<file path="src/rtl/fpu_pkg.sv">
// Shared FPU writeback definitions.
// Holds the default result/tag widths and the {tag,data} writeback record used
// by the float-to-int converter and every FPU writeback buffer.
package fpu_pkg;

  localparam int FPU_DATA_W = 32;
  localparam int FPU_TAG_W  = 6;

  typedef struct packed {
    logic [FPU_TAG_W-1:0]  tag;
    logic [FPU_DATA_W-1:0] data;
  } fpu_wb_t;

  // Pointer width for a FIFO of the given depth; a depth of one still needs one bit.
  function automatic int ptr_w(input int depth);
    return (depth > 1) ? $clog2(depth) : 1;
  endfunction

endpackage

</file>
<file path="src/rtl/fpu_sync_fifo.sv">
// Synchronous FIFO for FPU writeback records.
// Ports:
//   sys_clk, rstn      clock, synchronous active-low reset
//   push, push_data    write one entry (ignored when full unless popping the same cycle)
//   pop                remove the head (ignored when empty)
//   full, empty, count status, count is registered
//   head               current head entry, zero while empty
// Pointers wrap modulo DEPTH, so DEPTH does not have to be a power of two.
module fpu_sync_fifo
  import fpu_pkg::*;
#(
  parameter int  DEPTH = 4,
  parameter type T     = fpu_wb_t,
  localparam int PTR_W = ptr_w(DEPTH),
  localparam int CNT_W = $clog2(DEPTH + 1)
) (
  input  logic             sys_clk,
  input  logic             rstn,
  input  logic             push,
  input  T                 push_data,
  input  logic             pop,
  output logic             full,
  output logic             empty,
  output logic [CNT_W-1:0] count,
  output T                 head
);

  logic [PTR_W-1:0] wr_ptr_q, wr_ptr_d;
  logic [PTR_W-1:0] rd_ptr_q, rd_ptr_d;
  logic [CNT_W-1:0] cnt_q, cnt_d;
  logic             push_ok;
  logic             pop_ok;
  T                 mem [DEPTH];

  function automatic logic [PTR_W-1:0] ptr_inc(input logic [PTR_W-1:0] p);
    return (p == PTR_W'(DEPTH - 1)) ? '0 : p + 1'b1;
  endfunction

  assign full  = (cnt_q == CNT_W'(DEPTH));
  assign empty = (cnt_q == '0);
  assign count = cnt_q;

  // A pop frees the slot in the same cycle, so a full FIFO can still take a push then.
  assign pop_ok  = pop & ~empty;
  assign push_ok = push & (~full | pop_ok);

  always_comb begin
    wr_ptr_d = wr_ptr_q;
    rd_ptr_d = rd_ptr_q;
    cnt_d    = cnt_q;
    if (push_ok) wr_ptr_d = ptr_inc(wr_ptr_q);
    if (pop_ok)  rd_ptr_d = ptr_inc(rd_ptr_q);
    case ({push_ok, pop_ok})
      2'b10:   cnt_d = cnt_q + 1'b1;
      2'b01:   cnt_d = cnt_q - 1'b1;
      default: cnt_d = cnt_q;
    endcase
  end

  always_ff @(posedge sys_clk) begin
    if (!rstn) begin
      wr_ptr_q <= '0;
      rd_ptr_q <= '0;
      cnt_q    <= '0;
    end else begin
      wr_ptr_q <= wr_ptr_d;
      rd_ptr_q <= rd_ptr_d;
      cnt_q    <= cnt_d;
    end
  end

  // Storage needs no reset: the head is masked while empty.
  always_ff @(posedge sys_clk) begin
    if (push_ok) mem[wr_ptr_q] <= push_data;
  end

  assign head = empty ? T'('0) : mem[rd_ptr_q];

endmodule

</file>
<file path="src/rtl/ftoi_wb_buffer.sv">
// Float-to-int converter writeback buffer.
// Carries each issued op's destination tag through a delay line matched to the
// converter latency, pairs it with the converter result, buffers {tag,data} and
// drains it to the integer register-file writeback port over valid/ready.
// Ports:
//   sys_clk, rstn                    clock, synchronous active-low reset
//   issue_valid, issue_tag           op handed to the converter this cycle
//   issue_ready                      credit available (registered state only)
//   res_valid, res_data              converter output
//   wb_valid, wb_tag, wb_data        FIFO head
//   wb_ready                         writeback port accepts the head
//   occupancy                        entries held in the FIFO
//   err_orphan, err_missing          sticky pairing errors, cleared by reset only
module ftoi_wb_buffer
  import fpu_pkg::*;
#(
  parameter int  DEPTH  = 4,
  parameter int  LAT    = 1,
  parameter int  TAG_W  = FPU_TAG_W,
  parameter int  DATA_W = FPU_DATA_W,
  localparam int CNT_W  = $clog2(DEPTH + 1)
) (
  input  logic              sys_clk,
  input  logic              rstn,
  input  logic              issue_valid,
  input  logic [TAG_W-1:0]  issue_tag,
  output logic              issue_ready,
  input  logic              res_valid,
  input  logic [DATA_W-1:0] res_data,
  output logic              wb_valid,
  output logic [TAG_W-1:0]  wb_tag,
  output logic [DATA_W-1:0] wb_data,
  input  logic              wb_ready,
  output logic [CNT_W-1:0]  occupancy,
  output logic              err_orphan,
  output logic              err_missing
);

  localparam int SUM_W = $clog2(DEPTH + LAT + 1);

  typedef struct packed {
    logic [TAG_W-1:0]  tag;
    logic [DATA_W-1:0] data;
  } wb_t;

  logic [LAT-1:0]   dl_vld_q, dl_vld_d;
  logic [TAG_W-1:0] dl_tag_q [LAT];
  logic [TAG_W-1:0] dl_tag_d [LAT];
  logic             err_orphan_q, err_orphan_d;
  logic             err_missing_q, err_missing_d;

  logic             issue_fire;
  logic             tag_out_vld;
  logic [TAG_W-1:0] tag_out;
  logic [SUM_W-1:0] inflight;
  logic             fifo_push;
  logic             fifo_pop;
  logic             fifo_full;
  logic             fifo_empty;
  logic             fifo_drop;
  wb_t              fifo_in;
  wb_t              fifo_head;

  // Credit check sees only registered state, so wb_ready never reaches issue_ready.
  always_comb begin
    inflight = '0;
    for (int i = 0; i < LAT; i++) begin
      inflight = inflight + SUM_W'(dl_vld_q[i]);
    end
  end

  assign issue_ready = (SUM_W'(occupancy) + inflight) < SUM_W'(DEPTH);
  assign issue_fire  = issue_valid & issue_ready;

  always_comb begin
    dl_vld_d    = dl_vld_q;
    dl_vld_d[0] = issue_fire;
    dl_tag_d[0] = issue_tag;
    for (int i = 1; i < LAT; i++) begin
      dl_vld_d[i] = dl_vld_q[i-1];
      dl_tag_d[i] = dl_tag_q[i-1];
    end
  end

  assign tag_out_vld = dl_vld_q[LAT-1];
  assign tag_out     = dl_tag_q[LAT-1];

  // A tag without a result simply falls off the delay line, which releases its credit.
  assign fifo_push    = tag_out_vld & res_valid;
  assign fifo_in.tag  = tag_out;
  assign fifo_in.data = res_data;
  assign fifo_pop     = wb_valid & wb_ready;
  assign fifo_drop    = fifo_push & fifo_full & ~fifo_pop;

  always_comb begin
    err_orphan_d  = err_orphan_q | (res_valid & ~tag_out_vld) | fifo_drop;
    err_missing_d = err_missing_q | (tag_out_vld & ~res_valid);
  end

  always_ff @(posedge sys_clk) begin
    if (!rstn) begin
      dl_vld_q      <= '0;
      err_orphan_q  <= 1'b0;
      err_missing_q <= 1'b0;
      for (int i = 0; i < LAT; i++) dl_tag_q[i] <= '0;
    end else begin
      dl_vld_q      <= dl_vld_d;
      err_orphan_q  <= err_orphan_d;
      err_missing_q <= err_missing_d;
      for (int i = 0; i < LAT; i++) dl_tag_q[i] <= dl_tag_d[i];
    end
  end

  fpu_sync_fifo #(
    .DEPTH (DEPTH),
    .T     (wb_t)
  ) u_fifo (
    .sys_clk   (sys_clk),
    .rstn      (rstn),
    .push      (fifo_push),
    .push_data (fifo_in),
    .pop       (fifo_pop),
    .full      (fifo_full),
    .empty     (fifo_empty),
    .count     (occupancy),
    .head      (fifo_head)
  );

  assign wb_valid    = ~fifo_empty;
  assign wb_tag      = fifo_head.tag;
  assign wb_data     = fifo_head.data;
  assign err_orphan  = err_orphan_q;
  assign err_missing = err_missing_q;

endmodule

</file>
<file path="config.mk">
export PLATFORM = sky130hd
export DESIGN_NAME = ftoi_wb_buffer
export DESIGN_NICKNAME = d
export VERILOG_FILES = /design/src/rtl/fpu_pkg.sv /design/src/rtl/fpu_sync_fifo.sv /design/src/rtl/ftoi_wb_buffer.sv
export SDC_FILE = /design/constraint.sdc
export NUM_CORES = 1
export LEC_CHECK = 0
export BUFFER_PORTS_ARGS = -buffer_cell sky130_fd_sc_hd__buf_2
export CORE_MARGIN = 1
export CORE_UTILIZATION = 57
export DETAILED_ROUTE_END_ITERATION = 12
export PLACE_DENSITY = 0.81
export SETUP_SLACK_MARGIN = 0.1
export SLEW_MARGIN = 30
export SYNTH_ARGS = -nofsm -noshare
export SYNTH_HDL_FRONTEND = slang
export SYNTH_SLANG_ARGS = --single-unit
</file>
<file path="constraint.sdc">
create_clock -name sys_clk -period 2.91 [get_ports sys_clk]
set_input_delay 0.4365 -clock sys_clk [delete_from_list [all_inputs] [get_ports sys_clk]]
set_output_delay 0.4365 -clock sys_clk [all_outputs]
set_load 0.1 [all_outputs]
</file>
==> impl_metrics.toml, run 1 <==
[cts]
cts_root_buffer = "clkbuf_16"
cts.sinks = 170
cts_setup_buffers = 0
clk_pin_slew_ps = 60
ctsHtreeMaxLevel = 4
cts_buffers = 17
cts_tree = "yes"
clockBufferDepth = 2
post_cts_resized = 0
insertion_delay_ps = 420
cts_hold_buf = 0

[cells_and_area]
area_growth_pct = 19.0
stdcell_area_sq_um = 7720
most-common-layout-cells = "edfxtp_1, buf_2, mux4_2, and2_1, clkbuf_16"
drive_gt1_share_pct = 42.4
diodes = 0
final_common_cell = "edfxtp_1"
fin_nets = 462

[route]
drt_first_pass_iters = 6
routed_wl_mm = 10.8
via_per_inst = 5.63
wl_per_cell_microns = 19.1
ant_nets = 0
drtIter0Drc = 153
vias = 3181
drc_errors = 0

[sta]
setup_viol = 0
max-slew-margin-rel_pct = 52.2
report.final.slew_viol_count = 0
worst_slew_pin_slew_ps = 718
fin_crit_sh_pct = 91.9
hold_viol = 0
setup_tns_ps = 0
fmax_mhz = 374
min_period_ps = 2670
finClkSkew_ps = 7.13
rsz0062_at_grt = "no"

[synth]
synth_fp_nets = 368
synthCells = 318
syn_area_sq_um = 6490
ys.flop_type = "edfxtp_1"
synth-edff-count = 152
async_flop_share_pct = 0
ys_seq_elements = 170
ys.warnings.count = 0
syn_area_per_cell_sq_um = 20.4
synth.distinct_cells = 27
yosysSeqAreaShare_pct = 75.9

[setup_path]
max_stage_delay_ps = 840
crit_type = "reg2out"
cp-end-kind = "output pin"
cp_cell_sequence = "or3_2 > and2_2 > buf_2"
slowest_stage = "or3_2"
cp.required_ps = 2470
start_kind = "flip-flop"
cp_max_fo = 39
arrival_ps = 2240

[grt]
grt_max_degree = 40
antenna_found_initial = 0
grt_usage_pct = 20.5
grt_pass1_vias = 3303
grt_pass1_wl_mm = 16.9
gr-total-overflow = 0

[placement]
gp_congestion = 0.685
numPortBuffers = 87
post-dp-hpwl_mm = 6.13
place_area_sq_um = 7100

[min_path]
hold_path.class = "in2reg"

[run_status]
status = "complete, no violations"

[die]
die_area_sq_um = 11800
die_x_microns = 109
fp.dieH_microns = 109
initial_utilization_pct = 59.1
core_sq_um = 11000
io_pins = 88
num_rows = 38

[pwr]
power_per_cell_area_nw_per_um2 = 1080
ir_drop_mv = 0.878
p_leak_nw = 2.71
finalPower_w = 0.00836

[flow_run]
cap_violations = 0
==> worst max-delay path: cells and delay by family (launching register included) <==
family	cells	cell delay (ps)
AND/OR/NAND/NOR	2	1160
flip-flops	1	360
buffers and inverters	1	290
==> state kept, by name, indices dropped and copies added (netlist names), named ones only <==
signal	count
dl_tag_q	6
u_fifo.rd_ptr_q	2
err_missing	1
u_fifo.wr_ptr_q	2
u_fifo.count	3
err_orphan	1
dl_vld_q	1
u_fifo.mem	152
==> Yosys cell counts, types with 2 or more instances <==
master / number / area, sq um
inv_1: 6 / 22.5
nand3_1: 3 / 15.0
ha_1: 6 / 75.1
clkbuf_1: 8 / 30.0
mux4_2: 38 / 856
nand2_1: 7 / 26.3
nor2_1: 2 / 7.51
dfxtp_1: 18 / 360
o21a_1: 2 / 15.0
and3_1: 2 / 12.5
buf_2: 4 / 20.0
xor2_1: 2 / 17.5
o21ai_0: 4 / 20.0
edfxtp_1: 152 / 4560
a21boi_0: 2 / 15.0
buf_4: 2 / 15.0
mux2i_1: 2 / 20.0
and2_1: 49 / 307
==> kinds of logic (layout without fill, tap and decap cells) <==
logic type / Yosys count / count (layout) / synth area share [%]
adders and majority gates: 7 / 7 / 1.47
xor gates and xnor gates: 3 / 3 / 0.405
AOI/OAI and AO/OA: 9 / 9 / 0.926
muxes: 40 / 40 / 13.5
DFF: 170 / 170 / 75.9
buffers and inverters: 21 / 128 / 1.52
and+or+nand+nor: 68 / 68 / 6.25
==> path summary, 6_finish.rpt <==
| path | slack (ps) | depth (start not counted) | startpoint | to |
|---|---|---|---|---|
| max | 240 | 3 | u_fifo.count[2]$_SDFFE_PN0P_ | wb_data[11] |
| max reg2reg | 300 | 9 | u_fifo.count[0]$_SDFFE_PN0P_ | u_fifo.count[2]$_SDFFE_PN0P_ |
| min reg2reg | 470 | 1 | err_missing$_SDFF_PN0_ | err_missing$_SDFF_PN0_ |
| min | 210 | 2 | issue_tag[1] | dl_tag_q[0][1]$_SDFF_PN0_ |
==> metrics by stage <==
stage	instances	setup WS, ps	hold slack (ps)	utilization (%)
after floorplan	318	133	438	-
after global placement	533	288	447	64.6
after detailed placement	533	179	452	64.7
after CTS	565	203	201	70.3
after global routing	565	116	204	70.3
final	565	236	213	70.3
==> power breakdown <==
group	switching (W)	leakage [nW]	internal, W	total (W)
combinational	0.00260	0.892	0.000680	0.00328
sequential	0.0000531	1.53	0.00273	0.00278
clock	0.000932	0.291	0.00136	0.00230
total	0.00358	2.71	0.00477	0.00836
==> per-layer routing <==
metal	vias to the layer above	wire length, microns	global-route usage (%)
met5	-	0	0
met4	0	152	7.92
met3	18	577	6.75
met2	95	5460	33.4
met1	1634	4600	25.7
li1	1434	-	-
==> area by class of cell <==
class / instances / area [sq um]
Multi-Input combinational cell: 127 / 1490
Sequential cell: 170 / 4930
Inverter: 6 / 22.5
Clock inverter: 15 / 191
Timing Repair Buffer: 90 / 483
Tap cell: 140 / 175
Fill cell: 707 / 3270
Clock buffer: 17 / 425
(Power assumes the default switching activity.)
==> run 2, diff against run 1 <==
- CORE_UTILIZATION: 57 -> 50
- PLACE_DENSITY: 0.81 -> 0.73
==> run 2 against run 1 <==
Compared with the run above: setup slack improved by 2.8 ps; total power is 1.2% higher; count of clock-buffer cells in the layout is 7 higher; first-iteration DRC count is 57% higher; sequential cell count did not move; critical path type unchanged; critical endpoint is now wb_data[13]; largest cell class unchanged.
==> impl_metrics.toml, run 2 (same netlist as run 1, synthesis figures left out) <==
[run_status]
status = "complete, no violations"

[cts]
cts_tree = "yes"
cts.sinks = 170
insertion_delay_ps = 420
clk_pin_slew_ps = 70
clockBufferDepth = 2
cts_root_buffer = "clkbuf_16"
cts_buffers = 17
cts_hold_buf = 0
ctsHtreeMaxLevel = 4
post_cts_resized = 0
cts_setup_buffers = 0

[cells_and_area]
diodes = 0
most-common-layout-cells = "edfxtp_1, buf_2, mux4_2, and2_1, clkbuf_16"
fillCellCount = 931
seqCellArea_sq_um = 4930
drive_gt1_share_pct = 41.5
final_common_cell = "edfxtp_1"
area_growth_pct = 20.0
largest_register_ffs = 152
multi_input_area_sq_um = 1490
fin_nets = 463
largest_register = "u_fifo.mem"

[route]
drc_errors = 0
routed_wl_mm = 10.8
ant_nets = 0
drtIter0Drc = 240
via_per_inst = 5.27
drt_first_pass_iters = 4
vias = 3151
wl_per_cell_microns = 18.1

[sta]
finClkSkew_ps = 11.3
max-slew-margin-rel_pct = 53.0
fin_crit_sh_pct = 91.8
min_period_ps = 2670
fmax_mhz = 374
worst_slew_pin_slew_ps = 705
setup_viol = 0
report.final.slew_viol_count = 0
hold_viol = 0
timing.hold.ws_ps = 223
rsz0062_at_grt = "no"
setup_tns_ps = 0

[die]
initial_utilization_pct = 51.4
io_pins = 88
fp.dieH_microns = 116
die_area_sq_um = 13400
num_rows = 41
core_sq_um = 12600
die_x_microns = 116

[grt]
grt_usage_pct = 17.5
antenna_found_initial = 1
grt_pass1_wl_mm = 16.6
gr-total-overflow = 0
grt_max_degree = 40
grt_pass1_vias = 3158

[setup_path]
crit_type = "reg2out"
start_kind = "flip-flop"
cp.required_ps = 2470
cp-end-kind = "output pin"
arrival_ps = 2240
cp_max_fo = 39

[placement]
gp_congestion = 0.726
numPortBuffers = 87
post-dp-hpwl_mm = 6.37

[min_path]
hold_path.class = "in2reg"

[flow_run]
cap_violations = 0

[pwr]
ir_drop_mv = 0.768
p_leak_nw = 2.74
power_per_cell_area_nw_per_um2 = 1090
run 2: changes by cell type in the layout (fill, tap and decap cells not counted), sizes merged:
| cell | previous run | this run |
|---|---|---|
| buf | 90 | 91 |
| bufinv | 3 | 5 |
| clkbuf | 17 | 24 |
| clkinv | 6 | 3 |
| clkinvlp | 3 | 0 |
| inv | 9 | 6 |
run 2: where the power goes:
part / leakage, nW / internal (W) / total [W] / switching, W
registers: 1.53 / 0.00273 / 0.00279 / 0.0000534
logic: 0.895 / 0.000663 / 0.00325 / 0.00259
clock network: 0.318 / 0.00159 / 0.00242 / 0.000835
total: 2.74 / 0.00498 / 0.00846 / 0.00347
run 2: critical path: stages, from the launching register on:
cell and delay [ps]:
dfxtp_2 360, or3_2 830, and2_2 320, buf_2 290
run 2: worst paths after layout:
kind | start | to | slack [ps] | cells after the start
setup / recovery | u_fifo.count[2]$_SDFFE_PN0P_ | wb_data[13] | 240 | 3
hold / removal | res_data[17] | u_fifo.mem[0][17]$_DFFE_PP_ | 220 | 1
setup reg to reg | u_fifo.count[0]$_SDFFE_PN0P_ | u_fifo.count[2]$_SDFFE_PN0P_ | 340 | 9
hold reg to reg | err_orphan$_SDFF_PN0_ | err_orphan$_SDFF_PN0_ | 470 | 1
run 2: cell type report:
class	count	area share (%)
clock buffer	24	6.19
clock inverter	8	2.12
inverter	6	0.289
multi-input combinational	127	19.1
sequential	170	63.4
tap	172	2.76
timing repair buffer	91	6.14
run 2: stage by stage:
stage | utilization (%) | setup slack (ps) | total power, W | instance area, sq um | instances
floorplan | - | 133 | 0.00564 | 6510 | 318
global placement | 56.5 | 285 | 0.00610 | 7130 | 566
detailed placement | 56.6 | 212 | 0.00612 | 7140 | 566
CTS | 61.7 | 218 | 0.00853 | 7780 | 598
global route | 61.7 | 155 | 0.00875 | 7780 | 598
finish | 61.7 | 238 | 0.00846 | 7780 | 598
run 2: layer usage:
layer / track usage [%] / share of wire [%]
met5: 0 / 0.12
met3: 5.13 / 5.4
met2: 28.1 / 49
met4: 7.44 / 1.6
met1: 22.5 / 44
